===== config.mk =====
export PLATFORM = sky130hd
export DESIGN_NAME = ntt_stage_scheduler
export DESIGN_NICKNAME = d
export VERILOG_FILES = /design/src/rtl/ntt_stage_scheduler.sv
export SDC_FILE = /design/constraint.sdc
export NUM_CORES = 1
export LEC_CHECK = 0
export CAP_MARGIN = 20
export CELL_PAD_IN_SITES_DETAIL_PLACEMENT = 1
export CELL_PAD_IN_SITES_GLOBAL_PLACEMENT = 2
export CORE_AREA = 2 2 95 61
export DETAILED_ROUTE_END_ITERATION = 10
export DIE_AREA = 0 0 97 63
export PLACE_DENSITY = 0.76
export SLEW_MARGIN = 20
export SYNTH_ARGS = -nofsm -noshare
export SYNTH_HDL_FRONTEND = slang
export SYNTH_SLANG_ARGS = --single-unit

===== constraint.sdc =====
create_clock -name clk -period 6.7 [get_ports clk]
set_input_delay 1.005 -clock clk [delete_from_list [all_inputs] [get_ports clk]]
set_output_delay 1.005 -clock clk [all_outputs]
set_load 0.05 [all_outputs]

===== src/rtl/ntt_stage_scheduler.sv =====
// ntt_stage_scheduler
//   Sequences a full radix-2 in-place NTT of N = 2^LOGN points through one
//   pipelined butterfly. It issues one x/y read pair and twiddle address per
//   ISSUE cycle, delays the read strobe to the butterfly enable and the write
//   strobe, and drains each stage before the next stage starts reading.
//
//   Parameters: LOGN (log2 N, 2..12), BF_LAT (butterfly latency),
//               RD_LAT (coefficient RAM / twiddle ROM read latency).
//   Ports:
//     clk, reset (async, active low), start (one-cycle request)
//     busy, done, stage                     - transform status
//     rd_en, rd_addr_x, rd_addr_y, tw_addr  - read side, same cycle
//     bf_en                                 - butterfly enable (rd_en + RD_LAT)
//     bf_valid                              - butterfly valid, cross-checked only
//     wr_en, wr_addr_x, wr_addr_y           - write side (rd + RD_LAT + BF_LAT)
//     err                                   - sticky bf_valid/wr_en disagreement
//   Optional build macro NTT_SCHED_STALL_EN adds input 'hold', which suppresses
//   issue for the ISSUE cycles it is high in; in-flight pairs keep moving.
module ntt_stage_scheduler #(
  parameter int  LOGN   = 3,
  parameter int  BF_LAT = 3,
  parameter int  RD_LAT = 1,
  localparam int TW_W   = (LOGN > 1) ? LOGN - 1 : 1
) (
  input  logic            clk,
  input  logic            reset,
  input  logic            start,
`ifdef NTT_SCHED_STALL_EN
  input  logic            hold,
`endif
  output logic            busy,
  output logic            done,
  output logic [LOGN-1:0] stage,
  output logic            rd_en,
  output logic [LOGN-1:0] rd_addr_x,
  output logic [LOGN-1:0] rd_addr_y,
  output logic [TW_W-1:0] tw_addr,
  output logic            bf_en,
  input  logic            bf_valid,
  output logic            wr_en,
  output logic [LOGN-1:0] wr_addr_x,
  output logic [LOGN-1:0] wr_addr_y,
  output logic            err
);

  localparam int DLY = RD_LAT + BF_LAT;
  localparam int CW  = $clog2(DLY + 1);

  localparam logic [1:0] IDLE  = 2'd0;
  localparam logic [1:0] ISSUE = 2'd1;
  localparam logic [1:0] DRAIN = 2'd2;
  localparam logic [1:0] FIN   = 2'd3;

  localparam logic [TW_W-1:0] J_LAST = TW_W'((1 << (LOGN - 1)) - 1);
  localparam logic [LOGN-1:0] S_LAST = LOGN'(LOGN - 1);
  localparam logic [CW-1:0]   C_LAST = CW'(DLY - 1);

  logic [1:0]      state_r, state_nx_s;
  logic [LOGN-1:0] stage_r, stage_nx_s;
  logic [TW_W-1:0] j_r, j_nx_s;
  logic [CW-1:0]   cnt_r, cnt_nx_s;
  logic            issue_r, issue_s;
  logic            busy_r, done_r;
  logic [LOGN-1:0] rd_x_r, rd_y_r;
  logic [TW_W-1:0] tw_r;
  logic [DLY-1:0]  en_dly_r;
  logic [LOGN-1:0] x_dly_r [DLY];
  logic [LOGN-1:0] y_dly_r [DLY];
  logic            err_r;

  // Bits below the stage's butterfly span: half - 1 = 2^s - 1.
  function automatic logic [LOGN-1:0] low_mask(input logic [LOGN-1:0] s);
    return (LOGN'(1) << s) - LOGN'(1);
  endfunction

  // x = g*2*half + k is j with a zero bit inserted at position s.
  function automatic logic [LOGN-1:0] addr_x(input logic [LOGN-1:0] s,
                                             input logic [TW_W-1:0] j);
    logic [LOGN-1:0] je;
    logic [LOGN-1:0] m;
    je = LOGN'(j);
    m  = low_mask(s);
    return ((je & ~m) << 1'b1) | (je & m);
  endfunction

  // y = x + half; bit s of x is always zero so OR is an add.
  function automatic logic [LOGN-1:0] addr_y(input logic [LOGN-1:0] s,
                                             input logic [TW_W-1:0] j);
    return addr_x(s, j) | (LOGN'(1) << s);
  endfunction

  // tw = k << (LOGN-1-s); k < 2^s so the result always fits in TW_W bits.
  function automatic logic [TW_W-1:0] tw_of(input logic [LOGN-1:0] s,
                                            input logic [TW_W-1:0] j);
    logic [LOGN-1:0] k;
    k = LOGN'(j) & low_mask(s);
    return TW_W'(k << (S_LAST - s));
  endfunction

  // Issue strobe: a pair goes out in every ISSUE cycle unless held.
`ifdef NTT_SCHED_STALL_EN
  assign issue_s = issue_r & ~hold;
`else
  assign issue_s = issue_r;
`endif

  // Next-state logic for the stage / pair / drain counters.
  always_comb begin
    state_nx_s = state_r;
    stage_nx_s = stage_r;
    j_nx_s     = j_r;
    cnt_nx_s   = cnt_r;
    case (state_r)
      IDLE: begin
        if (start) begin
          state_nx_s = ISSUE;
          stage_nx_s = '0;
          j_nx_s     = '0;
        end else begin
          state_nx_s = IDLE;
        end
      end
      ISSUE: begin
        if (issue_s) begin
          if (j_r == J_LAST) begin
            state_nx_s = DRAIN;
            cnt_nx_s   = '0;
          end else begin
            j_nx_s = j_r + TW_W'(1);
          end
        end else begin
          state_nx_s = ISSUE;
        end
      end
      DRAIN: begin
        // Wait until the stage's last write has left the delay line.
        if (cnt_r == C_LAST) begin
          if (stage_r == S_LAST) begin
            state_nx_s = FIN;
          end else begin
            state_nx_s = ISSUE;
            stage_nx_s = stage_r + LOGN'(1);
            j_nx_s     = '0;
          end
        end else begin
          cnt_nx_s = cnt_r + CW'(1);
        end
      end
      FIN: begin
        state_nx_s = IDLE;
      end
      default: begin
        state_nx_s = IDLE;
      end
    endcase
  end

  // Control registers and read-address registers (loaded for the upcoming pair).
  always_ff @(posedge clk or negedge reset) begin
    if (!reset) begin
      state_r <= IDLE;
      stage_r <= '0;
      j_r     <= '0;
      cnt_r   <= '0;
      issue_r <= 1'b0;
      busy_r  <= 1'b0;
      done_r  <= 1'b0;
      rd_x_r  <= '0;
      rd_y_r  <= '0;
      tw_r    <= '0;
    end else begin
      state_r <= state_nx_s;
      stage_r <= stage_nx_s;
      j_r     <= j_nx_s;
      cnt_r   <= cnt_nx_s;
      issue_r <= (state_nx_s == ISSUE);
      busy_r  <= (state_nx_s == ISSUE) || (state_nx_s == DRAIN);
      done_r  <= (state_nx_s == FIN);
      if (state_nx_s == ISSUE) begin
        rd_x_r <= addr_x(stage_nx_s, j_nx_s);
        rd_y_r <= addr_y(stage_nx_s, j_nx_s);
        tw_r   <= tw_of(stage_nx_s, j_nx_s);
      end else begin
        rd_x_r <= rd_x_r;
        rd_y_r <= rd_y_r;
        tw_r   <= tw_r;
      end
    end
  end

  // Delay line carrying the issue strobe and read addresses to the write side.
  always_ff @(posedge clk or negedge reset) begin
    if (!reset) begin
      en_dly_r <= '0;
      for (int i = 0; i < DLY; i++) begin
        x_dly_r[i] <= '0;
        y_dly_r[i] <= '0;
      end
    end else begin
      en_dly_r[0] <= issue_s;
      x_dly_r[0]  <= rd_x_r;
      y_dly_r[0]  <= rd_y_r;
      for (int i = 1; i < DLY; i++) begin
        en_dly_r[i] <= en_dly_r[i-1];
        x_dly_r[i]  <= x_dly_r[i-1];
        y_dly_r[i]  <= y_dly_r[i-1];
      end
    end
  end

  // Sticky cross-check of the butterfly valid against our own write strobe.
  always_ff @(posedge clk or negedge reset) begin
    if (!reset) begin
      err_r <= 1'b0;
    end else begin
      err_r <= err_r | (bf_valid ^ en_dly_r[DLY-1]);
    end
  end

  assign busy      = busy_r;
  assign done      = done_r;
  assign stage     = stage_r;
  assign rd_en     = issue_s;
  assign rd_addr_x = rd_x_r;
  assign rd_addr_y = rd_y_r;
  assign tw_addr   = tw_r;
  assign bf_en     = en_dly_r[RD_LAT-1];
  assign wr_en     = en_dly_r[DLY-1];
  assign wr_addr_x = x_dly_r[DLY-1];
  assign wr_addr_y = y_dly_r[DLY-1];
  assign err       = err_r;

endmodule


==> impl_results.md <==
* Worst-Skew Late Latency at around 0.30 ns
* DR pass1 iterations at 4
* Num CTS Buffers at 5
* Initial core utilization at 0.374
* Row count at 21
* Max Cap Viol at 0
* Post-DP HPWL at about 2500 um
* Placement Setup Slack at around 3.4 ns
* Hold Path Class: register to register
* Total Routing Usage GR at 0.125
* Postcts setup bufs at 0
* LEAKAGE at 0.00103 uW
* Clock Path Buffers at 2
* Post-synth EDFFs at 0
* Post-CTS Resized at 0
* # hold bufs at CTS at 0
* Synth async-reset ratio at 1.00
* Tightest Pin Transition at slightly above 0.6 ns
* Via density at ~4.7
* Ys flop type: dfrtp_1
* Fmax at 339 MHz
* Yosys cell types at 36
* Synth top cells by count: dfrtp_1, inv_1, nand2_1
* Area of the multi-input gates at roughly 590 um^2
* GR Overflow Total at 0
* Largest net degree at the start of global routing at 51
* Antenna cells at 0
* Count leader, synth: dfrtp_1
* # DRC at 0
* Worst Path Class, Setup: input pin to register
* Crit path cell chain: clkdlybuf4s50_1 > o21bai_1 > a22o_1 > inv_1 > ha_1 > xor2_1 > a21bo_1 > mux2_4 > o22ai_2
* Die X at 97 um
* Final Slew Violations at 0
* Final hold vios at 0
* Critical Path AT at around 3.2 ns
* Buffers on Ports at 26
* Net Count, Synth at roughly 170
* Setup crit end kind: register
* Antenna violations before repair at 0
* Initial DRC Count at 23
* Clock-pin slew on the worst setup and hold paths at around 0.09 ns
* Synthesized flop and latch total at 50
* Placed cells at 240
* Largest delay share family, worst path: compound AO/OA/AOI/OAI gates
* Setup violators final at 0
* TritonCTS sink count at 50
* Area Overhead vs Synth at 18.9%
* H-tree depth at 2
* Setup tns final at 0 ns
* RSZ-0062 raised after global routing: false
* Core area at roughly 5300 um^2
* Top post-synthesis cells by area: dfrtp_1, ha_1, buf_4, inv_1, nand2_1
* First-pass GRT wire length at roughly 5900 um
* Rel. slew slack at 0.593
* Antenna-violating nets left at 0
* CP Buf/Inv Count at 2
* Die Y at roughly 63 um
* Crit Path Max Fanout at 6
* Syn_area_per_cell at between 10 and 15 um^2
* Crit-path slowest cell: clkdlybuf4s50_1
* Final Skew at just over 0.004 ns
* Synthesized cell area at about 2000 um^2
* Status: completed
* Vias post-DR at 1165
* Crit share post-route at 0.440
* Layout cell share with drive strength beyond 1 at 0.0787
* Sequential-to-total area share from yosys stat at 0.634
* Area leader, netlist: dfrtp_1
* I/O Pins at 27
* Setup WS post-layout at between 3 and 4 ns
* Ys Warns at 0
* # fillers at between 500 and 600
* RD Place Congestion at around 0.8
* FF/Latch Area at roughly 1300 um^2
* Critical Path Max Stage Delay at about 0.46 ns
* Nets@finish at between 150 and 200
* Cells after Synth at 155
* Minimum clock period at between 2 and 3 ns
* CTS tree: done
* CP Data Required Time at roughly 7 ns
* Root Driver: clkbuf_8
* Synth top area share at 0.634
* CP startpoint kind: input pin
* Routed length per instance at between 10 and 15 um
* Cell Pwr Density at 541 nW/um^2
* Vias in the first global route at about 1200
* VDD IR-drop max at 0.152 mV
* Detailed Route WL at around 3500 um
* Die area at ~6100 um^2
* Non-filler cells, final at roughly 250
-- power by group --
group          internal, uW  switching (uW)
clock                   110            97.4
combinational           204             362
sequential              423            71.8
-- registers in the layout, summed over array words and instances (netlist names), 3 cells and up --
register / cells
x_dly_r: 9
y_dly_r: 9
en_dly_r: 4
cnt_r: 3
rd_addr_x: 3
rd_addr_y: 3
stage: 3
wr_addr_x: 3
wr_addr_y: 3
-- path summary, 6_finish.rpt --
check / startpoint / end / slack [ns] / cells after the start
max: start / tw_addr[1] / 3.75 / 9
min: x_dly_r[4] / wr_addr_x[1] / 0.35 / 0
max reg2reg: cnt_r[0] / tw_addr[1] / 3.94 / 11
min reg2reg: x_dly_r[4] / wr_addr_x[1] / 0.35 / 0
max in group asynchronous: reset / x_dly_r[8] / 5.58 / 1
min in group asynchronous: reset / tw_addr[0] / 0.71 / 1
-- through the flow --
step / power (uW) / hold WS, ns / utilization / instance area (um^2)
2_1_floorplan: 921 / 0.331 / - / 1970
3_3_place_gp: 1060 / 0.332 / 0.423 / 2240
3_5_place_dp: 1080 / 0.336 / 0.423 / 2240
4_1_cts: 1290 / 0.356 / 0.444 / 2340
5_1_grt: 1360 / 0.364 / 0.444 / 2350
6_report: 1270 / 0.353 / 0.444 / 2350
-- cells in the final DEF (no fill, tap or decap), types with 2 or more instances in the layout --
cell	instances
clkbuf_8	5
nand2b_1	3
clkdlybuf4s50_1	25
xnor2_1	3
o21ai_0	8
a31oi_1	3
mux2i_1	3
o21bai_1	2
dfrtp_1	50
and2_1	3
ha_1	10
o21a_1	2
nand3b_1	3
inv_1	14
a21oi_1	5
nor2_1	5
nand2_1	13
-- worst reg2reg max path, stage by stage (launching register included) --
cell	delay, ns
dfrtp_1	0.39
ha_1	0.18
ha_1	0.38
nand3b_1	0.17
o21bai_1	0.16
a22o_1	0.33
inv_1	0.12
ha_1	0.25
xor2_1	0.16
a21bo_1	0.21
mux2_4	0.27
o22ai_2	0.08
-- cell families after synthesis --
| logic type | Yosys count | share of synthesized area |
|---|---|---|
| compound gates | 30 | 0.108 |
| xor+xnor | 4 | 0.0178 |
| fa+ha+maj | 10 | 0.0634 |
| buf+inv | 25 | 0.0685 |
| flops | 50 | 0.634 |
| mux | 4 | 0.0228 |
| simple gates | 32 | 0.0856 |
-- area by class of cell --
class                   count  area share
repair buffers             26       0.110
clock inverters             2      0.0165
flip-flops and latches     50       0.533
multi-input cells          80       0.250
inverters                  15      0.0240
clock buffers               5      0.0293
well taps                  69      0.0368
-- metal layers --
layer | track usage | up-vias | routed length [um] | part of all wire
met4 | 0.0528 | 0 | 52 | 0.015
li1 | - | 548 | - | -
met1 | 0.178 | 588 | 1840 | 0.52
met3 | 0.0414 | 5 | 164 | 0.047
met5 | 0 | - | 0 | 0
met2 | 0.174 | 24 | 1450 | 0.41
Note: power is estimated with default switching activity, not from simulation.
==> edit (same flow settings) <==
Register the input `bf_valid` before use. The logic sees it one clock later. The other inputs are not delayed to match.
--- a/src/rtl/ntt_stage_scheduler.sv
+++ b/src/rtl/ntt_stage_scheduler.sv
@@ -56,4 +56,10 @@
   localparam logic [CW-1:0]   C_LAST = CW'(DLY - 1);
 
+  logic bf_valid_q;
+
+  always_ff @(posedge clk) begin
+    bf_valid_q <= bf_valid;
+  end
+
   logic [1:0]      state_r, state_nx_s;
   logic [LOGN-1:0] stage_r, stage_nx_s;
@@ -214,5 +220,5 @@
       err_r <= 1'b0;
     end else begin
-      err_r <= err_r | (bf_valid ^ en_dly_r[DLY-1]);
+      err_r <= err_r | (bf_valid_q ^ en_dly_r[DLY-1]);
     end
   end
Check against the original RTL: not equivalent (Yosys sat finds a counterexample within 4 cycles, from zero or initial values and one cycle with reset low).
==> edit against the unedited design <==
Synthesized area is 3.6% higher; first-iteration DRC count grew 30%; synthesized cell count up 3.9%; setup slack got worse by 0.20 ns; fmax shrank 6.3%; wire length is 2.7% higher; core utilization up 1.3 points; cell area up 2.8%; sequential cell count is 1 higher; worst hold slack barely moved; critical path type unchanged; critical endpoint unchanged; highest routed layer unchanged.
Power is left out: the tool's default activity adds up to more than one toggle a clock period on the data nets, which glitch-free logic cannot reach.
==> edit: results (changes against the unedited design) <==
set qor(status) {completed} ;# unchanged
set qor(r2r_slack_ns) 3.85 ;# was 3.94 ns
set qor(muxShareOfSynthArea_pct) 0.490 ;# was 2.28%
set qor(ys_seq_area_share_pct) 62.2 ;# was 63.4%
set qor(share_of_flip_flops_with_an_asynchronous_set_or_reset_pct) 98.0 ;# was 100%
set qor(timing.slew.headroom_pct) 59.7 ;# was 59.3%
set qor(critPathCapture) {tw_addr[1]} ;# unchanged
set qor(fillerInstances) 566 ;# was 569
set qor(cts-root-to-sink-buffers) 2 ;# unchanged
set qor(post_synthesis_compound_gate_area_fraction_pct) 11.2 ;# was 10.8%
set qor(ys_top_cells_by_area) {sky130_fd_sc_hd__dfrtp_1 61%, sky130_fd_sc_hd__ha_1 6.1%, sky130_fd_sc_hd__o21ai_0 2.2%} ;# was sky130_fd_sc_hd__dfrtp_1 63%, sky130_fd_sc_hd__ha_1 6.3%, sky130_fd_sc_hd__buf_4 2.7%
set qor(synth_nets) 175 ;# was 169
set qor(finalClockSkew_ns) 0.00506 ;# was 0.00416 ns
set qor(xor_xnor_portion_of_the_synthesized_cell_area_pct) 1.29 ;# was 1.78%
set qor(dp.final_hpwl_mm) 2.59 ;# was 2.46 mm
set qor(placedInstanceArea_um2) 2320 ;# was 2240 um^2
set qor(crit-reg2reg-launch) {stage[0]} ;# was cnt_r[0]
set qor(crit_path_max_fanout) 5 ;# was 6
set qor(cts-buffers-inserted) 5 ;# unchanged
set qor(routed-via-count) 1197 ;# was 1165
set qor(crit_path_top_delay_cell) {sky130_fd_sc_hd__clkdlybuf4s50_1} ;# unchanged
set qor(cpPeakStageDelay_ns) 0.52 ;# was 0.46 ns
set qor(initial_utilization_pct) 38.7 ;# was 37.4%
set qor(drt_first_iter_violations) 30 ;# was 23
set qor(antenna_cells) 0 ;# unchanged
set qor(avgRoutedWirePerCell_um) 14.1 ;# was 14.2 um
set qor(final_net_count) 199 ;# was 192
set qor(synth_common_cells) {50 x sky130_fd_sc_hd__dfrtp_1, 12 x sky130_fd_sc_hd__inv_1, 10 x sky130_fd_sc_hd__ha_1, 10 x sky130_fd_sc_hd__nand2_1} ;# was 50 x sky130_fd_sc_hd__dfrtp_1, 14 x sky130_fd_sc_hd__inv_1, 13 x sky130_fd_sc_hd__nand2_1, 10 x sky130_fd_sc_hd__ha_1, 8 x sky130_fd_sc_hd__o21ai_0
set qor(data_arrival_time_at_the_worst_slack_endpoint_ns) 3.31 ;# was 3.17 ns
set qor(grt_usage_pct) 12.9 ;# was 12.5%
set qor(grt_pass1_wl_mm) 6.29 ;# was 5.94 mm
set qor(fraction_of_layout_instances_using_a_drive_strength_above_1_pct) 10.8 ;# was 7.87%
set qor(yosys.cell_types.count) 49 ;# was 36
set qor(worst_setup_hold_path_clk_slew_ns) 0.09 ;# about the same
set qor(gp_congestion) 0.791 ;# was 0.797
set qor(yosys.area_share.adder_pct) 6.12 ;# was 6.34%
## edit: cell type report
class                      count  area, um^2  area share, %
sequential                    51        1270           52.7
multi-input combinational     87         642           26.6
timing repair buffer          27         263           10.9
tap                           69        86.3           3.58
clock buffer                   6        82.6           3.42
inverter                      13        53.8           2.23
clock inverter                 2        13.8          0.571
## edit: how the worst min path moves through the flow
stage	from	depth (start not counted)	end
2_1_floorplan	en_dly_r[1]	0	en_dly_r[2]
3_3_place_gp	x_dly_r[11]	0	x_dly_r[8]
3_5_place_dp	en_dly_r[1]	0	en_dly_r[2]
4_1_cts	y_dly_r[9]	0	y_dly_r[6]
5_1_grt	y_dly_r[5]	0	wr_addr_y[2]
6_report	y_dly_r[9]	0	y_dly_r[6]
## edit: cells by family after synthesis
group	after synthesis
AND/OR/NAND/NOR	43
multiplexers	1
AO/OA/AOI/OAI	30
flip-flops	51
XOR/XNOR	3
adder cells (fa/ha/maj)	10
buffers and inverters	23
## edit: metrics by stage
stage / setup WS [ns] / hold WS (ns) / std cells
after floorplan: 3.83 / 0.331 / 161
after global placement: 3.35 / 0.331 / 247
after detailed placement: 3.25 / 0.336 / 247
after CTS: 3.57 / 0.358 / 255
after global routing: 3.38 / 0.364 / 255
final: 3.55 / 0.353 / 255
## edit: layer usage
| metal | routed length, um | vias to the layer above | part of all wire (%) | GRT usage (%) |
|---|---|---|---|---|
| li1 | - | 584 | - | - |
| met1 | 1980 | 589 | 55 | 19.6 |
| met2 | 1460 | 20 | 40 | 17.9 |
| met3 | 131 | 4 | 3.6 | 3.58 |
| met4 | 26 | 0 | 0.72 | 3.70 |
| met5 | 0 | - | 0 | 0 |
## edit: worst reg2reg max path, stage by stage, from the launching register on
cell and delay (ns):
sky130_fd_sc_hd__dfrtp_1 0.46, sky130_fd_sc_hd__inv_1 0.07, sky130_fd_sc_hd__ha_1 0.22, sky130_fd_sc_hd__nor2b_1 0.16, sky130_fd_sc_hd__or2b_1 0.29, sky130_fd_sc_hd__a311oi_2 0.46
sky130_fd_sc_hd__inv_1 0.17, sky130_fd_sc_hd__ha_1 0.27, sky130_fd_sc_hd__xor2_1 0.30, sky130_fd_sc_hd__nor2_1 0.07, sky130_fd_sc_hd__a21oi_1 0.15, sky130_fd_sc_hd__o221ai_1 0.13
